$ cat src/rtl/imem_pkg.sv
// Shared types for the instruction-memory loader.
// Define IMEM_LOADER_CHECKSUM_EN to add the trailing-checksum CHECK state.
package imem_pkg;
  localparam int BYTES_PER_WORD = 4;
  localparam int WORD_W         = 32;

`ifdef IMEM_LOADER_CHECKSUM_EN
  typedef enum logic [2:0] {S_IDLE, S_LOAD, S_WRITE, S_CHECK, S_DONE} state_t;
`else
  typedef enum logic [2:0] {S_IDLE, S_LOAD, S_WRITE, S_DONE} state_t;
`endif
endpackage

$ cat src/rtl/imem_word_assembler.sv
// Big-endian byte-to-word shift register; word_full flags the byte that completes a word.
module imem_word_assembler
  import imem_pkg::*;
(
  input  logic              clk,
  input  logic              rst_n,
  input  logic              clear,
  input  logic              shift_en,
  input  logic [7:0]        byte_in,
  output logic [WORD_W-1:0] word,
  output logic              word_full
);
  logic [WORD_W-1:0] sr;
  logic [1:0]        cnt;

  // word is the value the register takes if byte_in is shifted in this cycle
  assign word      = {sr[WORD_W-9:0], byte_in};
  assign word_full = shift_en && (cnt == 2'(BYTES_PER_WORD - 1));

  always_ff @(posedge clk or negedge rst_n) begin
    if (!rst_n) begin
      sr  <= '0;
      cnt <= '0;
    end else if (clear) begin
      sr  <= '0;
      cnt <= '0;
    end else if (shift_en) begin
      sr  <= word;
      cnt <= cnt + 2'd1;
    end
  end
endmodule

$ cat src/rtl/imem_loader.sv
// Streams a program into instruction memory, holding the CPU while the image is written.
// Optional trailing checksum byte enabled by IMEM_LOADER_CHECKSUM_EN.
module imem_loader
  import imem_pkg::*;
#(
  parameter int          ADDR_W    = 8,
  parameter logic [31:0] BASE_ADDR = 32'h0,
  parameter int          MAX_WORDS = 256
) (
  input  logic              clk,
  input  logic              rst_n,
  input  logic              start,
  input  logic [ADDR_W:0]   word_count,
  input  logic [7:0]        byte_in,
  input  logic              byte_valid,
  output logic              byte_ready,
  output logic              wr_en,
  output logic [31:0]       wr_addr,
  output logic [WORD_W-1:0] wr_data,
  output logic              cpu_hold,
  output logic              busy,
  output logic              done,
  output logic              error
);
  localparam logic [ADDR_W:0] MAX_WC = (ADDR_W+1)'(MAX_WORDS);

  state_t            state, state_nx;
  logic [ADDR_W:0]   index, index_inc, count;
  logic              accept, shift_en, word_full, csum_bad;
  logic [WORD_W-1:0] word;

  assign index_inc = index + 1'b1;
  assign shift_en  = (state == S_LOAD) && byte_valid;
  assign wr_en     = (state == S_WRITE);
  assign done      = (state == S_DONE);
  assign busy      = !(state == S_IDLE || state == S_DONE);
  assign cpu_hold  = busy;

  imem_word_assembler u_asm (
    .clk      (clk),
    .rst_n    (rst_n),
    .clear    (accept),
    .shift_en (shift_en),
    .byte_in  (byte_in),
    .word     (word),
    .word_full(word_full)
  );

  always_comb begin
    state_nx   = state;
    byte_ready = 1'b0;
    accept     = 1'b0;
    case (state)
      S_IDLE, S_DONE: begin
        if (start) begin
          accept = 1'b1;
          if (word_count == '0 || word_count > MAX_WC) state_nx = S_DONE;
          else                                         state_nx = S_LOAD;
        end
      end
      S_LOAD: begin
        byte_ready = 1'b1;
        if (word_full) state_nx = S_WRITE;
      end
      S_WRITE: begin
`ifdef IMEM_LOADER_CHECKSUM_EN
        state_nx = (index_inc == count) ? S_CHECK : S_LOAD;
`else
        state_nx = (index_inc == count) ? S_DONE : S_LOAD;
`endif
      end
`ifdef IMEM_LOADER_CHECKSUM_EN
      S_CHECK: begin
        byte_ready = 1'b1;
        if (byte_valid) state_nx = S_DONE;
      end
`endif
      default: state_nx = S_IDLE;
    endcase
  end

`ifdef IMEM_LOADER_CHECKSUM_EN
  logic [7:0] csum;
  always_ff @(posedge clk or negedge rst_n) begin
    if (!rst_n)        csum <= '0;
    else if (accept)   csum <= '0;
    else if (shift_en) csum <= csum ^ byte_in;
  end
  assign csum_bad = (state == S_CHECK) && byte_valid && (byte_in != csum);
`else
  assign csum_bad = 1'b0;
`endif

  always_ff @(posedge clk or negedge rst_n) begin
    if (!rst_n) begin
      state   <= S_IDLE;
      index   <= '0;
      count   <= '0;
      wr_addr <= '0;
      wr_data <= '0;
      error   <= 1'b0;
    end else begin
      state <= state_nx;
      if (accept) begin
        count <= word_count;
        index <= '0;
        error <= (word_count > MAX_WC);
      end else if (csum_bad) begin
        error <= 1'b1;
      end
      // Latch address/data as the word completes so they hold steady outside WRITE
      if (word_full) begin
        wr_data <= word;
        wr_addr <= BASE_ADDR + 32'({index, 2'b00});
      end
      if (state == S_WRITE) index <= index_inc;
    end
  end
endmodule
$ cat config.mk
export PLATFORM = sky130hd
export DESIGN_NAME = imem_loader
export DESIGN_NICKNAME = d
export VERILOG_FILES = /design/src/rtl/imem_pkg.sv /design/src/rtl/imem_word_assembler.sv /design/src/rtl/imem_loader.sv
export SDC_FILE = /design/constraint.sdc
export NUM_CORES = 1
export LEC_CHECK = 0
export CELL_PAD_IN_SITES_DETAIL_PLACEMENT = 0
export CELL_PAD_IN_SITES_GLOBAL_PLACEMENT = 1
export CORE_MARGIN = 4
export CORE_UTILIZATION = 42
export CTS_BUF_LIST = sky130_fd_sc_hd__clkbuf_16
export CTS_CLUSTER_DIAMETER = 100
export DETAILED_ROUTE_END_ITERATION = 8
export PLACE_DENSITY_LB_ADDON = 0.1
export SKIP_CTS_REPAIR_TIMING = 1
export SLEW_MARGIN = 25
export SYNTH_ARGS = -nofsm -noshare
export SYNTH_HDL_FRONTEND = slang
export SYNTH_SLANG_ARGS = --single-unit
$ cat constraint.sdc
create_clock -name clk -period 3.22 [get_ports clk]
set_input_delay 0.644 -clock clk [delete_from_list [all_inputs] [get_ports clk]]
set_output_delay 0.644 -clock clk [all_outputs]
set_load 0.01 [all_outputs]
==> out/qor.txt <==
Async S/R FF share, synth = 100%
Final nets = 446
share of synthesized area occupied by flip-flops and latches = 54.2%
number of cells produced by synthesis = 356
Critical path buffers and inverters = 3
CP dominant cell by count = sky130_fd_sc_hd__inv_1
aggregate negative setup slack = 0 ps
clock transition at the register clock pins on the worst setup and hold paths after CTS = 70 ps
post-route DRC violation count = 0
number of slew-limit violations in the final report = 0
clk buf depth = 2
floorplan die area = 0.0113 sq mm
Area growth, synth to finish = 24.1%
CP delay by family, top = buffers and inverters
library cell contributing the largest single delay on the critical path = sky130_fd_sc_hd__clkdlybuf4s50_1
run status = finished, final reports clean
Sequential Area = 0.00220 sq mm
fraction of layout instances using a drive strength above 1 = 19.1%
y dimension of the die = 106 um
clock tree from TritonCTS = done
maximum number of pins on one net before global-route repair = 89
Finish-stage setup viols = 0
Synth Flop Type = sky130_fd_sc_hd__dfrtp_1
VDD IR-drop max = 0.000736 V
number of diodes = 0
final hold violation count = 0
Top-Level Pins = 91
Leak Pwr = 2.27 nW
via density per instance = 4.85
post-synth top area share = 54.2%
total congestion overflow = 0
register bit total from synthesis = 88
core region area = 0.00933 sq mm
beginning of the worst register-to-register path = index[0]$_DFFE_PN0P_
slew at the pin closest to its max-slew limit = 929 ps
Worst Setup SP = state[0]$_DFFE_PN0P_
number of fillers in the final layout = 858
chain of cells forming the critical path = inv_1, ha_1, inv_1, clkdlybuf4s50_1
Routed Antenna Nets = 0
average detailed-routed wire length per instance = 14.6 um
violation count after the first detailed-routing iteration = 91
capture point of the worst path = busy
via count of the first global-routing pass = 2713
worst clock skew on the final layout = 8.23 ps
element type at the critical path start = flop
buffers added on ports = 67
reg2reg path depth = 6
overall global routing resource usage = 15.3%
slowest stage delay, CP = 550 ps
total standard cell area after synthesis = 0.00406 sq mm
effective utilization at floorplan = 43.5%
total wire length = 8080 um
CTS sink count = 88
Required @ worst endpoint = 2580 ps
clock period minus final worst setup slack = 2420 ps
worst slew margin relative to its limit = 37.9%
final worst-path cycle share = 75.2%
maximum frequency from static timing analysis = 413 MHz
Synth cell types = 41
worst endpoint data arrival time = 1780 ps
antenna violations before repair = 0
ratio of total power to cell area = 808 mW/mm^2
cell type contributing the most total cell area after synthesis = sky130_fd_sc_hd__dfrtp_1
Post-DP HPWL = 5340 um
count of cell instances traversed by the critical path = 4
Clk Latency, worst-skew pair = 330 ps
detailed-routing iteration count for the pre-antenna-repair pass = 4
capturing point of the worst reg2reg path = state[1]$_DFFE_PN0P_
detailed-route via count = 2677
startpoint-to-endpoint class of the critical path = flop to output pin
H-tree depth reported by CTS = 3
combined area of the multi-input logic cells = 0.00163 sq mm
wire length of the first global-routing pass = 13800 um
max-capacitance violation count = 0
Synth Warn # = 0
placer congestion estimate = 0.796
number of buffers inserted during clock tree synthesis = 9
Synth Area per Inst = 11.4 sq um
RSZ-0062 raised after global routing = no
horizontal extent of the die = 106 um
number of enable-type register cells in the synthesized netlist = 0
clock tree root driver cell = sky130_fd_sc_hd__clkbuf_16
Critical Path End Type = output pin
class of the worst hold path = primary input to asynchronous set/reset pin
worst hold slack after final layout = 337 ps
Std-Cell Rows = 35
maximum fanout along the worst path = 4
FF-to-FF setup slack = 1150 ps
cells taking the most area after synthesis = sky130_fd_sc_hd__dfrtp_1, sky130_fd_sc_hd__mux2_2, sky130_fd_sc_hd__nand2_1, sky130_fd_sc_hd__buf_4, sky130_fd_sc_hd__a21oi_1
layout make-up:
cell class	instances	area share (%)
Clock buffer	9	4.47
Clock inverter	7	1.56
Inverter	6	0.447
Multi-Input combinational cell	241	32.4
Sequential cell	88	43.7
Tap cell	129	3.20
Timing Repair Buffer	72	14.3
state kept, by name, summed over array words and instances, names as in the netlist:
name	flops
count	9
error	1
u_asm.sr	24
index	9
wr_addr	9
wr_data	32
state	2
u_asm.cnt	2
per-layer routing:
metal | track usage, % | wire length [um] | up-vias
met3 | 3.58 | 434 | 12
met4 | 5.83 | 123 | 0
met5 | 0 | 0 | -
li1 | - | - | 1293
met2 | 21.0 | 3440 | 73
met1 | 23.3 | 4080 | 1299
Yosys cell counts (2+ instances only):
| cell | instances |
|---|---|
| sky130_fd_sc_hd__a21oi_1 | 31 |
| sky130_fd_sc_hd__and2_1 | 2 |
| sky130_fd_sc_hd__and3_4 | 2 |
| sky130_fd_sc_hd__buf_1 | 2 |
| sky130_fd_sc_hd__buf_2 | 8 |
| sky130_fd_sc_hd__buf_4 | 25 |
| sky130_fd_sc_hd__buf_6 | 3 |
| sky130_fd_sc_hd__clkbuf_1 | 5 |
| sky130_fd_sc_hd__dfrtp_1 | 88 |
| sky130_fd_sc_hd__ha_1 | 7 |
| sky130_fd_sc_hd__inv_1 | 5 |
| sky130_fd_sc_hd__mux2_2 | 49 |
| sky130_fd_sc_hd__mux2i_1 | 3 |
| sky130_fd_sc_hd__nand2_1 | 64 |
| sky130_fd_sc_hd__nand3_1 | 3 |
| sky130_fd_sc_hd__nand4_1 | 3 |
| sky130_fd_sc_hd__nor2_1 | 7 |
| sky130_fd_sc_hd__nor4_1 | 2 |
| sky130_fd_sc_hd__o21ai_0 | 11 |
| sky130_fd_sc_hd__o22ai_1 | 2 |
| sky130_fd_sc_hd__o31ai_1 | 4 |
| sky130_fd_sc_hd__xnor2_1 | 7 |
| sky130_fd_sc_hd__xnor2_2 | 2 |
| sky130_fd_sc_hd__xor2_1 | 4 |
report_power, final:
| part | switching, mW | internal [mW] | leakage [nW] |
|---|---|---|---|
| Sequential | 0.221 | 1.41 | 1.19 |
| Combinational | 0.673 | 0.711 | 0.944 |
| Clock | 0.453 | 0.610 | 0.139 |
| Total | 1.35 | 2.73 | 2.27 |
cell families after synthesis:
family,share of synthesized area (%)
adders and majority gates,2.16
AOI/OAI and AO/OA,8.38
DFF,54.2
other,0.0923
buffers and inverters,7.64
and+or+nand+nor,10.0
muxes,14.3
xor gates and xnor gates,3.17
per-stage QoR:
step	util (%)	cells	area, sq um	worst slack, ps	power [mW]
2_1_floorplan	-	378	4140	1440	2.49
3_3_place_gp	50.8	536	4740	855	3.02
3_5_place_dp	50.8	536	4740	831	3.04
4_1_cts	54.0	552	5040	778	4.12
5_1_grt	54.0	552	5040	682	4.36
6_report	54.0	552	5040	799	4.07
how the worst min path moves through the flow:
stage,from,endpoint,depth (start not counted)
after floorplan,rst_n,count[0]$_DFFE_PN0P_,0
after global placement,wr_addr[10]$_DFFE_PN0P_,wr_addr[10]$_DFFE_PN0P_,2
after detailed placement,wr_addr[10]$_DFFE_PN0P_,wr_addr[10]$_DFFE_PN0P_,2
after CTS,rst_n,wr_addr[5]$_DFFE_PN0P_,2
after global routing,rst_n,wr_addr[5]$_DFFE_PN0P_,2
final,rst_n,wr_addr[5]$_DFFE_PN0P_,2
cells in the final DEF, fill, tap and decap left out, drive strengths merged, types with 4 or more instances in the layout:
cell type       n
dfrtp          88
clkdlybuf4s50  66
nand2          65
mux2           49
a21oi          31
conb           23
o21ai          11
clkbuf          9
xnor2           9
nor2            7
ha              7
inv             7
buf             6
nand3           5
xor2            4
o31ai           4
No activity file was read; power rests on OpenSTA's default activity.
